==> src/rtl/reg_writeback.sv <==
// Write-back stage: merges ALU results and in-order load responses into the regfile port.
// Define REG_WB_FORWARD_EN to add fwd1/fwd2 bypass outputs instead of stalling on the in-flight write.
module reg_writeback #(
  parameter int LOAD_DEPTH = 2
) (
  input  logic        clk,
  input  logic        rst,
  input  logic        alu_valid,
  input  logic [4:0]  alu_rd,
  input  logic [31:0] alu_data,
  input  logic        load_issue_valid,
  output logic        load_issue_ready,
  input  logic [4:0]  load_issue_rd,
  input  logic [2:0]  load_issue_funct3,
  input  logic [1:0]  load_issue_offset,
  input  logic        mem_rvalid,
  output logic        mem_rready,
  input  logic [31:0] mem_rdata,
  input  logic [4:0]  rs1_addr,
  input  logic [4:0]  rs2_addr,
  input  logic [4:0]  rd_query,
  output logic        hazard,
`ifdef REG_WB_FORWARD_EN
  output logic        fwd1_valid,
  output logic [31:0] fwd1_data,
  output logic        fwd2_valid,
  output logic [31:0] fwd2_data,
`endif
  output logic        write_enable,
  output logic [4:0]  rd_addr,
  output logic [31:0] rd_data
);

  localparam int PW = $clog2(LOAD_DEPTH);
  localparam int CW = PW + 1;

  logic [4:0]    q_rd_q  [LOAD_DEPTH];
  logic [4:0]    q_rd_d  [LOAD_DEPTH];
  logic [2:0]    q_f3_q  [LOAD_DEPTH];
  logic [2:0]    q_f3_d  [LOAD_DEPTH];
  logic [1:0]    q_off_q [LOAD_DEPTH];
  logic [1:0]    q_off_d [LOAD_DEPTH];
  logic [PW-1:0] wr_ptr_q, wr_ptr_d;
  logic [PW-1:0] rd_ptr_q, rd_ptr_d;
  logic [CW-1:0] count_q, count_d;

  logic [31:0]   pending_q, pending_d;

  logic          hold_valid_q, hold_valid_d;
  logic [4:0]    hold_rd_q, hold_rd_d;
  logic [31:0]   hold_data_q, hold_data_d;

  logic          we_q, we_d;
  logic [4:0]    rd_addr_q, rd_addr_d;
  logic [31:0]   rd_data_q, rd_data_d;

  logic          q_empty;
  logic          q_full;
  logic          push;
  logic          accept;
  logic          pop;
  logic [31:0]   load_val;
  logic [4:0]    head_rd;
  logic          clr_en;
  logic [4:0]    clr_rd;
  logic          inflight_hit;

  function automatic logic [31:0] extract(
    input logic [31:0] w,
    input logic [2:0]  f3,
    input logic [1:0]  off
  );
    logic [7:0]  b;
    logic [15:0] h;
    b = w[{off, 3'b000} +: 8];
    h = off[1] ? w[31:16] : w[15:0];
    case (f3)
      3'b000:  extract = {{24{b[7]}}, b};
      3'b001:  extract = {{16{h[15]}}, h};
      3'b100:  extract = {24'd0, b};
      3'b101:  extract = {16'd0, h};
      default: extract = w;
    endcase
  endfunction

  assign q_empty          = (count_q == '0);
  assign q_full           = (count_q == CW'(LOAD_DEPTH));
  assign load_issue_ready = !q_full;
  assign mem_rready       = !hold_valid_q;
  assign push             = load_issue_valid && load_issue_ready;
  assign accept           = mem_rvalid && mem_rready;
  assign pop              = accept && !q_empty;
  assign head_rd          = q_rd_q[rd_ptr_q];
  assign load_val         = extract(mem_rdata, q_f3_q[rd_ptr_q],
                                    q_off_q[rd_ptr_q]);

  always_comb begin
    q_rd_d       = q_rd_q;
    q_f3_d       = q_f3_q;
    q_off_d      = q_off_q;
    wr_ptr_d     = wr_ptr_q;
    rd_ptr_d     = rd_ptr_q;
    count_d      = count_q + CW'(push) - CW'(pop);
    hold_valid_d = hold_valid_q;
    hold_rd_d    = hold_rd_q;
    hold_data_d  = hold_data_q;
    we_d         = 1'b0;
    rd_addr_d    = rd_addr_q;
    rd_data_d    = rd_data_q;
    clr_en       = 1'b0;
    clr_rd       = 5'd0;
    pending_d    = pending_q;

    if (push) begin
      q_rd_d[wr_ptr_q]  = load_issue_rd;
      q_f3_d[wr_ptr_q]  = load_issue_funct3;
      q_off_d[wr_ptr_q] = load_issue_offset;
      wr_ptr_d          = wr_ptr_q + 1'b1;
    end
    if (pop) begin
      rd_ptr_d = rd_ptr_q + 1'b1;
    end

    // ALU always wins; a response that loses parks in the hold slot
    if (alu_valid) begin
      if (alu_rd != 5'd0) begin
        we_d      = 1'b1;
        rd_addr_d = alu_rd;
        rd_data_d = alu_data;
      end
      if (pop) begin
        hold_valid_d = 1'b1;
        hold_rd_d    = head_rd;
        hold_data_d  = load_val;
      end
    end else if (hold_valid_q) begin
      hold_valid_d = 1'b0;
      clr_en       = 1'b1;
      clr_rd       = hold_rd_q;
      if (hold_rd_q != 5'd0) begin
        we_d      = 1'b1;
        rd_addr_d = hold_rd_q;
        rd_data_d = hold_data_q;
      end
    end else if (pop) begin
      clr_en = 1'b1;
      clr_rd = head_rd;
      if (head_rd != 5'd0) begin
        we_d      = 1'b1;
        rd_addr_d = head_rd;
        rd_data_d = load_val;
      end
    end

    if (clr_en) pending_d[clr_rd] = 1'b0;
    if (push)   pending_d[load_issue_rd] = 1'b1;
    pending_d[0] = 1'b0;
  end

  always_ff @(posedge clk or posedge rst) begin
    if (rst) begin
      for (int i = 0; i < LOAD_DEPTH; i++) begin
        q_rd_q[i]  <= '0;
        q_f3_q[i]  <= '0;
        q_off_q[i] <= '0;
      end
      wr_ptr_q     <= '0;
      rd_ptr_q     <= '0;
      count_q      <= '0;
      pending_q    <= '0;
      hold_valid_q <= 1'b0;
      hold_rd_q    <= '0;
      hold_data_q  <= '0;
      we_q         <= 1'b0;
      rd_addr_q    <= '0;
      rd_data_q    <= '0;
    end else begin
      q_rd_q       <= q_rd_d;
      q_f3_q       <= q_f3_d;
      q_off_q      <= q_off_d;
      wr_ptr_q     <= wr_ptr_d;
      rd_ptr_q     <= rd_ptr_d;
      count_q      <= count_d;
      pending_q    <= pending_d;
      hold_valid_q <= hold_valid_d;
      hold_rd_q    <= hold_rd_d;
      hold_data_q  <= hold_data_d;
      we_q         <= we_d;
      rd_addr_q    <= rd_addr_d;
      rd_data_q    <= rd_data_d;
    end
  end

  assign write_enable = we_q;
  assign rd_addr      = rd_addr_q;
  assign rd_data      = rd_data_q;

`ifdef REG_WB_FORWARD_EN
  assign fwd1_valid   = we_q && (rd_addr_q != 5'd0) && (rd_addr_q == rs1_addr);
  assign fwd2_valid   = we_q && (rd_addr_q != 5'd0) && (rd_addr_q == rs2_addr);
  assign fwd1_data    = rd_data_q;
  assign fwd2_data    = rd_data_q;
  assign inflight_hit = 1'b0;
`else
  assign inflight_hit = we_q && (rd_addr_q != 5'd0) &&
                        ((rd_addr_q == rs1_addr) || (rd_addr_q == rs2_addr));
`endif

  assign hazard = pending_q[rs1_addr] | pending_q[rs2_addr] |
                  pending_q[rd_query] | inflight_hit;

endmodule

==> config.mk <==
export PLATFORM = sky130hd
export DESIGN_NAME = reg_writeback
export DESIGN_NICKNAME = d
export VERILOG_FILES = /design/src/rtl/reg_writeback.sv
export SDC_FILE = /design/constraint.sdc
export NUM_CORES = 1
export LEC_CHECK = 0
export CORE_AREA = 2 2 171 89
export DETAILED_ROUTE_END_ITERATION = 12
export DIE_AREA = 0 0 173 91
export GPL_ROUTABILITY_DRIVEN = 0
export PLACE_DENSITY = 0.86
export REMOVE_ABC_BUFFERS = 1
export SLEW_MARGIN = 10
export SYNTH_ARGS = -nofsm -noshare
export SYNTH_HDL_FRONTEND = slang
export SYNTH_SLANG_ARGS = --single-unit
==> constraint.sdc <==
create_clock -name clk -period 9.5 [get_ports clk]
set_input_delay 1.9 -clock clk [delete_from_list [all_inputs] [get_ports clk]]
set_output_delay 1.9 -clock clk [all_outputs]
set_load 0.1 [all_outputs]
==> summary.txt <==
Clocking
  – Hold Buf Count CTS: 0
  – Clock root buffer: clkbuf_16
  – CTS Buffer Depth: 2
  – Clock transition at the registers of the reported paths: 0.06 ns
  – CTS H-tree lvls: 4
  – Worst skew pair latency: 0.43 ns
  – CTS tree: yes
  – Setup repair bufs after CTS: 0
  – CTS resizes: 0
  – Clk sinks: 131
  – CTS Buf Count: 17

Placed design
  – Port buffer count: 139
  – Placed Instances: 1104
  – DP Wirelength: 18600 um
  – Place WS: 2.41 ns

Timing
  – Total Negative Setup Slacks: 0 ns
  – Final worst slack: 2.41 ns
  – Count of pins over their slew limit: 0
  – Fin crit share: 74.7%
  – Max Freq: 0.141 GHz
  – Clock Skew: 0.0105 ns
  – Final setup fails: 0
  – Minimum clock period after layout: 7.09 ns
  – Final hold violation count: 0
  – Slew HR: 22.9%
  – RSZ-0062 raised after global routing: no
  – Tightest Pin Transition: 1.15 ns

Drt
  – Router iterations before antenna repair: 8
  – DRC violations left: 0
  – Detailed Route WL: 26600 um
  – Vias/cell: 6.84
  – Drt initial violations: 1124
  – Routed via count: 7770
  – DR WL/cell: 23.4 um
  – Number of routed nets with antenna violations: 0

Global route
  – Largest net degree at the start of global routing: 72
  – All-Layer GR Usage: 34.7%
  – Initial antenna violation count: 0
  – Vias in the first global route: 7367
  – Grt peak-use layer: met1
  – First-pass GRT wire length: 42300 um
  – Grt ovf: 0
  – Met3 global-route usage: 12.5%
  – Met2 Resource Use GR: 45.6%
  – GR Util met1: 53.4%

Synthesis
  – Synth top area cells: dfrtp_1 40%, mux4_2 5.3%, mux2_2 4.1%, a21oi_1 3.3%, a221oi_2 3.1%
  – Register area share after synthesis: 40.2%
  – Post-Syn Area per Cell: 9.97 um^2
  – FFs w/ async S/R, synth: 100%
  – Main flop type after synthesis: dfrtp_1
  – Yosys top cell by area: dfrtp_1
  – EDFF count, synth: 0
  – Synth warn: 0
  – FF+latch count, synth: 131
  – Share of the synthesized area in the top cell type: 40.2%
  – Synth Cell Area: 8150 um^2
  – Synth Instances: 817
  – Cell variety after synth: 80

Setup path
  – CP Max Fanout: 12
  – Crit start category: input pin
  – CP endpoint kind: output pin
  – Crit path DAT: 5.19 ns
  – Critical Path RT: 7.60 ns
  – Crit path kind: in -> out

Die
  – Rows: 31
  – Core ar.: 14200 um^2
  – Die Span X: 173 um
  – Die area: 15700 um^2
  – Ports: 140
  – Die Y: 91 um
  – Initial Util: 57.4%

Job
  – Max_cap viols: 0

Finish
  – Fin cells: 1136
  – Layout area overhead: 24.8%
  – Net count, final: 1026
  – Share of cells above drive strength 1: 16.7%
  – ANT cells: 0
  – Leading cell type in the layout, fill and taps excluded: clkdlybuf4s50_1
  – Commonest non-fill, non-tap cells in the layout: 138 x clkdlybuf4s50_1, 130 x dfrtp_1, 66 x nor2_1

Run status
  – Status: finished clean

Hold path
  – Type of the worst min-delay path: reg -> reg

Pwr
  – Maximum vdd drop: 0.194 mV
  – Pwr/cell area: 374 nW/um^2
  – LEAKAGE: 3.97 nW
==> report_power, final <==
group | leakage, nW | switching, W | total, W | internal [W]
Combinational | 2.18 | 0.00137 | 0.00209 | 0.000720
Clock | 0.266 | 0.000263 | 0.000623 | 0.000361
Sequential | 1.53 | 0.000279 | 0.00109 | 0.000809
==> cell usage after synthesis, types with 3 or more instances <==
| master | instances |
|---|---|
| nor2b_1 | 3 |
| o311ai_1 | 7 |
| nand3_1 | 37 |
| buf_2 | 10 |
| a221oi_2 | 17 |
| nand2_1 | 40 |
| a21oi_1 | 54 |
| o221ai_1 | 8 |
| buf_6 | 3 |
| inv_2 | 4 |
| a22o_1 | 4 |
| a22oi_1 | 11 |
| o311ai_2 | 9 |
| o221ai_2 | 4 |
| o22ai_1 | 12 |
| o31ai_1 | 3 |
| nor3_1 | 12 |
| a2bb2oi_1 | 9 |
| or4_1 | 3 |
| nand4b_1 | 5 |
| buf_1 | 4 |
| nor4_1 | 3 |
| a21o_1 | 6 |
| mux2i_1 | 18 |
| a221o_1 | 4 |
| nand2b_1 | 3 |
| mux2_2 | 30 |
| inv_1 | 22 |
| dfrtp_1 | 131 |
| mux2_1 | 3 |
| mux4_2 | 19 |
| nand3b_1 | 9 |
| nor2_1 | 66 |
| a221oi_1 | 12 |
| nor3b_1 | 6 |
| o21ai_0 | 44 |
| o31ai_2 | 5 |
| xnor2_1 | 13 |
| clkbuf_1 | 42 |
| o21ai_1 | 50 |
| o211ai_1 | 17 |
==> path summary, 6_finish.rpt <==
kind                                       from              end  slack, ns  cells after the start
worst max-delay path                rs2_addr[0]           hazard       2.41                      7
worst min-delay path            hold_data_q[15]  hold_data_q[15]       0.49                      2
worst max register to register     hold_valid_q      rd_data[31]       6.46                      7
worst min register to register  hold_data_q[15]  hold_data_q[15]       0.49                      2
max in group asynchronous                   rst     hold_valid_q       6.01                      3
min in group asynchronous                   rst       rd_data[3]       1.99                      2
==> registers in the layout (all words and copies together) (netlist names) <==
signal	count
count_q	2
hold_rd_q	5
rd_ptr_q	1
rd_data	32
rd_addr	5
wr_ptr_q	1
pending_q	31
write_enable	1
q_off_q	4
q_f3_q	6
q_rd_q	10
hold_valid_q	1
hold_data_q	32
==> worst max-delay path, stage by stage <==
cell and delay, ns:
clkdlybuf4s50_1 0.86, mux4_2 0.58, nand4b_1 0.10, o2111ai_1 0.11
a2111oi_0 0.41, nand4_1 0.21, clkdlybuf4s50_1 1.01
==> cells by family after synthesis <==
| logic type | share of synthesized area (%) |
|---|---|
| adders and majority gates | 0.307 |
| xor gates and xnor gates | 1.50 |
| and+or+nand+nor | 13.3 |
| DFF | 40.2 |
| AOI/OAI and AO/OA | 27.0 |
| buffers and inverters | 4.53 |
| muxes | 13.1 |
==> metrics by stage <==
| stage | area, um^2 | hold slack, ns | utilization [%] | power, W |
|---|---|---|---|---|
| after floorplan | 7880 | 0.440 | - | 0.00253 |
| after global placement | 9610 | 0.458 | 67.7 | 0.00305 |
| after detailed placement | 9610 | 0.470 | 67.7 | 0.00311 |
| after CTS | 10200 | 0.487 | 71.7 | 0.00375 |
| after global routing | 10200 | 0.505 | 71.7 | 0.00398 |
| final | 10200 | 0.485 | 71.7 | 0.00380 |
==> per-layer routing <==
layer  vias to the layer above  routed length [um]
met2                       566               10600
met3                        48                3930
li1                       3363                   -
met1                      3793               11700
met4                         0                 420
met5                         -                   0
==> area by class of cell <==
cell class | instances | area [um^2]
multi-input combinational | 599 | 4520
sequential | 131 | 3280
timing repair buffer | 150 | 1470
tap | 198 | 248
inverter | 26 | 100
clock buffer | 17 | 425
clock inverter | 15 | 133
fill | 1034 | 4020
Power figures use the tool's default switching activity.
